<file path="src/rtl/sysid_check_ctrl.sv">
// sysid_check_ctrl: sequences reads of the 1-bit-address system-ID slave,
// checks the ID and timestamp words against expected values and reports
// pass flags, a mismatch pulse and a saturating mismatch count.
module sysid_check_ctrl #(
    parameter logic [31:0] EXPECTED_ID    = 32'd0,
    parameter logic [31:0] EXPECTED_TS    = 32'd1374738911,
    parameter int unsigned SETTLE_CYCLES  = 4,
    parameter int unsigned RECHECK_PERIOD = 1024
) (
    input  logic        clock,
    input  logic        reset_n,
    input  logic        start,
    output logic        sysid_address,
    input  logic [31:0] sysid_readdata,
    output logic [31:0] id_value,
    output logic [31:0] ts_value,
    output logic        id_ok,
    output logic        ts_ok,
    output logic        done,
    output logic        busy,
    output logic        mismatch_irq,
    output logic [7:0]  mismatch_count
);

    typedef enum logic [2:0] {
        ST_SETTLE,
        ST_RD_ID,
        ST_RD_TS,
        ST_COMPARE,
        ST_WAIT
    } state_e;

    localparam logic [19:0] SETTLE_RELOAD = 20'(SETTLE_CYCLES - 1);
    localparam logic [19:0] WAIT_RELOAD   = (RECHECK_PERIOD == 0) ? 20'd0 : 20'(RECHECK_PERIOD - 1);
    localparam logic        RECHECK_EN    = (RECHECK_PERIOD != 0);

    state_e      state_q;
    logic [19:0] cnt_q;
    logic        pending_q;
    logic        addr_q;
    logic [31:0] id_value_q;
    logic [31:0] ts_value_q;
    logic        id_ok_q;
    logic        ts_ok_q;
    logic        done_q;
    logic        busy_q;
    logic        irq_q;
    logic [7:0]  count_q;

    logic        id_match_d;
    logic        ts_match_d;

    // Full-width comparison of the captured words against the expected values
    always_comb begin
        id_match_d = (id_value_q == EXPECTED_ID);
        ts_match_d = (ts_value_q == EXPECTED_TS);
    end

    // Check sequencer: settle, read both words, compare, then wait for a recheck
    always_ff @(posedge clock or negedge reset_n) begin
        if (!reset_n) begin
            state_q    <= ST_SETTLE;
            cnt_q      <= SETTLE_RELOAD;
            pending_q  <= 1'b0;
            addr_q     <= 1'b0;
            id_value_q <= '0;
            ts_value_q <= '0;
            id_ok_q    <= 1'b0;
            ts_ok_q    <= 1'b0;
            done_q     <= 1'b0;
            busy_q     <= 1'b1;
            irq_q      <= 1'b0;
            count_q    <= '0;
        end else begin
            irq_q <= 1'b0;
            case (state_q)
                ST_SETTLE: begin
                    if (cnt_q == '0) begin
                        state_q   <= ST_RD_ID;
                        pending_q <= 1'b0;
                    end else begin
                        cnt_q <= cnt_q - 20'd1;
                    end
                end
                ST_RD_ID: begin
                    id_value_q <= sysid_readdata;
                    addr_q     <= 1'b1;
                    state_q    <= ST_RD_TS;
                    if (start) pending_q <= 1'b1;
                end
                ST_RD_TS: begin
                    ts_value_q <= sysid_readdata;
                    addr_q     <= 1'b0;
                    state_q    <= ST_COMPARE;
                    if (start) pending_q <= 1'b1;
                end
                ST_COMPARE: begin
                    id_ok_q <= id_match_d;
                    ts_ok_q <= ts_match_d;
                    done_q  <= 1'b1;
                    cnt_q   <= WAIT_RELOAD;
                    if (!(id_match_d && ts_match_d)) begin
                        irq_q <= 1'b1;
                        if (count_q != 8'hFF) count_q <= count_q + 8'd1;
                    end
                    // A start seen in this same cycle counts as pending so it is not lost
                    if (pending_q || start) begin
                        state_q   <= ST_RD_ID;
                        pending_q <= 1'b0;
                    end else begin
                        state_q <= ST_WAIT;
                        busy_q  <= 1'b0;
                    end
                end
                ST_WAIT: begin
                    if (start || (RECHECK_EN && cnt_q == '0)) begin
                        state_q   <= ST_RD_ID;
                        pending_q <= 1'b0;
                        busy_q    <= 1'b1;
                    end else begin
                        cnt_q <= cnt_q - 20'd1;
                    end
                end
                default: begin
                    state_q <= ST_SETTLE;
                    cnt_q   <= SETTLE_RELOAD;
                    busy_q  <= 1'b1;
                end
            endcase
        end
    end

    assign sysid_address  = addr_q;
    assign id_value       = id_value_q;
    assign ts_value       = ts_value_q;
    assign id_ok          = id_ok_q;
    assign ts_ok          = ts_ok_q;
    assign done           = done_q;
    assign busy           = busy_q;
    assign mismatch_irq   = irq_q;
    assign mismatch_count = count_q;

endmodule

</file>
<file path="config.mk">
export PLATFORM = sky130hd
export DESIGN_NAME = sysid_check_ctrl
export DESIGN_NICKNAME = d
export VERILOG_FILES = /design/src/rtl/sysid_check_ctrl.sv
export SDC_FILE = /design/constraint.sdc
export NUM_CORES = 1
export LEC_CHECK = 0
export CAP_MARGIN = 15
export CORE_MARGIN = 5
export CORE_UTILIZATION = 44
export DETAILED_ROUTE_END_ITERATION = 8
export PLACE_DENSITY_LB_ADDON = 0.12
export SLEW_MARGIN = 20
export SYNTH_ARGS = -nofsm -noshare
export SYNTH_HDL_FRONTEND = slang
export SYNTH_SLANG_ARGS = --single-unit
export TNS_END_PERCENT = 100
</file>
<file path="constraint.sdc">
create_clock -name clock -period 5.2 [get_ports clock]
set_clock_uncertainty 0.1 [all_clocks]
set_input_delay 1.04 -clock clock [delete_from_list [all_inputs] [get_ports clock]]
set_output_delay 1.04 -clock clock [all_outputs]
set_load 0.01 [all_outputs]
</file>
==> results_dict.tcl <==
set metrics [dict create \
    outcome "complete, no violations" \
    synth-xor-area-share_pct 2.92 \
    required_ps 5350 \
    power_density_nw_per_um2 623 \
    synth_area_um2 4500 \
    cp_max_fo 13 \
    num_rows 37 \
    dieArea_um2 12300 \
    ys_types 56 \
    wirelength_um 10800 \
    relSlewSlack_pct 31.2 \
    drv_slew 0 \
    maxCapViolations 0 \
    final_core_util_pct 58.6 \
    port_buffers 112 \
    setup_violations 0 \
    first_pass_iters 4 \
    pwr-share-seq_pct 39.5 \
    tns_ps 0 \
    clock_latency_ps 370 \
    rsz0062_at_grt "no" \
    drc 0 \
    yosysWarnings 0 \
    seq_area_frac_synth_pct 56.8 \
    synth_top_family_by_area "multiplexers" \
    synth_top_area_share_pct 55.1 \
    die_h_um 111 \
    slowest_stage "clkdlybuf4s50_1" \
    cts_setup_buffers 0 \
    finalHoldViolations 0 \
    vdd_drop_max_mv 0.300 \
    gp_congestion 0.803 \
    clock.fmax_mhz 340 \
    grt_pass1_vias 3467 \
    p_int_mw 2.37 \
    cts.sinks 102 \
    placedCellCount 592 \
    initial_core_util_pct 44.4 \
    pwr-share-clk_pct 14.0 \
    ant_nets 0 \
    cts_hold_buf 0 \
    synth_flop_cell "dfrtp_1" \
    grt_first_pass_wirelength_um 18400 \
    slowest_delay_ps 530 \
    layout_commonest_cell "clkdlybuf4s50_1" \
    n_antenna_cell 0 \
    ys_async_sr_fraction_pct 100 \
    syn_avg_cell_area_um2 12.6 \
    min_period_ps 2940 \
    htree_levels 3 \
    cts_root_buffer "clkbuf_8" \
    fin_cells 608 \
    cts_tree "built" \
    cts_buffers 9 \
    via_count 3251 \
    core_um2 10100 \
    clk_path_buf_depth 2 \
    grt-ovfl-total 0 \
    finalCritPeriodShare_pct 56.6 \
    yosys.area_share.simple_pct 14.7 \
    crit_type "in2reg" \
    area_growth_pct 32.2 \
    globalRouteTotalUtil_pct 18.5 \
    total_power_mw 3.70 \
    clk_pin_slew_ps 100 \
    vias_per_cell 5.35 \
    worstSetupEndpointType "flip-flop" \
    switching_share_pct 35.9 \
    fp.dieW_um 111 \
    synth_seq_cells 102 \
    layout-drive-gt1-share_pct 22.9 \
    wl_per_cell_um 17.8 \
    place_hpwl_um 7650 \
    switchingPower_mw 1.33 \
    synth_mux_area_share_pct 16.3 \
    grt_max_degree 75 \
    nets 504 \
    worstPathArrival_ps 3090 \
    synthAdderAreaFrac_pct 0.556 \
    ios 113 \
    cellLeakagePower_nw 2.39 \
    synthTopCellsByArea "dfrtp_1 (55%), mux2_2 (16%), nor2_1 (2.6%), xnor2_1 (2.1%), dfstp_2 (1.8%)" \
    worst_slew_pin_slew_ps 1030 \
    combPwrFrac_pct 46.6 \
    drt_iter0_markers 128 \
    antenna_found_initial 0 \
    layout_common_cells "clkdlybuf4s50_1 (111), dfrtp_1 (99), mux2_2 (65)" \
    synth_edf_count 0 \
    hold_class "reg2reg" \
    cts_resized 0 \
    synth_cells 357 \
    synth_top_cell_by_area "dfrtp_1" \
    critical_path.cell_chain "clkdlybuf4s50_1, and3b_2, o31ai_2, o41ai_4, or3_2, xor2_1, nor2_1" \
    synth_compound_area_share_pct 6.56 \
    syn_nets 394 \
    critPathLaunchType "input pin" \
]
==> Yosys cell counts (2+ instances only) <==
master,n
clkbuf_1,9
dfstp_2,3
and3_1,3
nor3_2,2
xor2_1,4
o21ai_0,8
nand4_1,10
a21oi_1,12
a211oi_1,2
o31ai_1,3
inv_1,2
and2b_2,2
nor4_1,12
buf_6,2
nand3_1,2
nor2_1,31
a31oi_1,2
xnor2_1,11
or3_1,2
nand2b_1,2
ha_1,2
nand2_1,16
o21a_1,2
nand4b_1,2
nor3_1,12
nor4b_1,2
a311oi_1,3
nor2b_1,2
or3_2,2
buf_2,2
dfrtp_1,99
mux2_2,65
==> metrics by stage <==
| stage | hold slack [ps] | cell area, um2 | setup slack (ps) |
|---|---|---|---|
| 2_1_floorplan | 349 | 4500 | 2680 |
| 3_3_place_gp | 351 | 5730 | 1960 |
| 3_5_place_dp | 351 | 5730 | 1890 |
| 4_1_cts | 380 | 5930 | 2020 |
| 5_1_grt | 411 | 5940 | 2130 |
| 6_report | 375 | 5940 | 2260 |
==> power groups by stage <==
| stage | logic (mW) | clock network, mW | registers [mW] |
|---|---|---|---|
| finish | 1.72 | 0.517 | 1.46 |
| global route | 1.86 | 0.569 | 1.52 |
| CTS | 1.74 | 0.536 | 1.47 |
| detailed placement | 1.73 | 0 | 1.47 |
| global placement | 1.70 | 0 | 1.46 |
| floorplan | 0.851 | 0 | 1.52 |
==> per-layer routing <==
layer | up-vias | global-route usage [%] | wire length [um]
met5 | - | 0 | 0
met4 | 0 | 4.14 | 81
met3 | 5 | 9.06 | 901
met2 | 74 | 29.2 | 5160
met1 | 1646 | 23.0 | 4670
li1 | 1526 | - | -
==> registers in the layout (all words and copies together), names as in the netlist <==
signal	count
busy	1
cnt_q	20
done	1
id_ok	1
id_value	32
mismatch_count	8
mismatch_irq	1
pending_q	1
state_q	3
sysid_address	1
ts_ok	1
ts_value	32
==> area by class of cell <==
cell class | instances | area [um2]
Tap cell | 136 | 170
Multi-Input combinational cell | 238 | 1870
Inverter | 2 | 7.51
Clock buffer | 10 | 138
Clock inverter | 6 | 68.8
Sequential cell | 102 | 2560
Timing Repair Buffer | 114 | 1130
Fill cell | 853 | 4190
==> worst paths after layout <==
check	from	endpoint	slack, ps	cells after the start
hold / removal	done$_DFFE_PN0P_	done$_DFFE_PN0P_	380	1
setup / recovery	start	cnt_q[16]$_DFFE_PN0P_	2260	7
setup reg to reg	cnt_q[0]$_DFFE_PN1P_	cnt_q[5]$_DFFE_PN0P_	2340	8
max in group asynchronous	reset_n	id_value[12]$_DFFE_PN0P_	3370	2
min in group asynchronous	reset_n	cnt_q[19]$_DFFE_PN0P_	710	1
hold reg to reg	done$_DFFE_PN0P_	done$_DFFE_PN0P_	380	1
==> critical path, delay by kind of cell <==
family / cells / cell delay, ps
AOI/OAI and AO/OA: 2 / 570
xor gates and xnor gates: 1 / 160
buffers and inverters: 1 / 530
and+or+nand+nor: 3 / 800
==> logic make-up after synthesis <==
group	Yosys count
XOR/XNOR	15
adder cells (fa/ha/maj)	2
multiplexers	65
buffers and inverters	17
AND/OR/NAND/NOR	116
flip-flops	102
AO/OA/AOI/OAI	40
No activity file was read; power rests on OpenSTA's default activity.
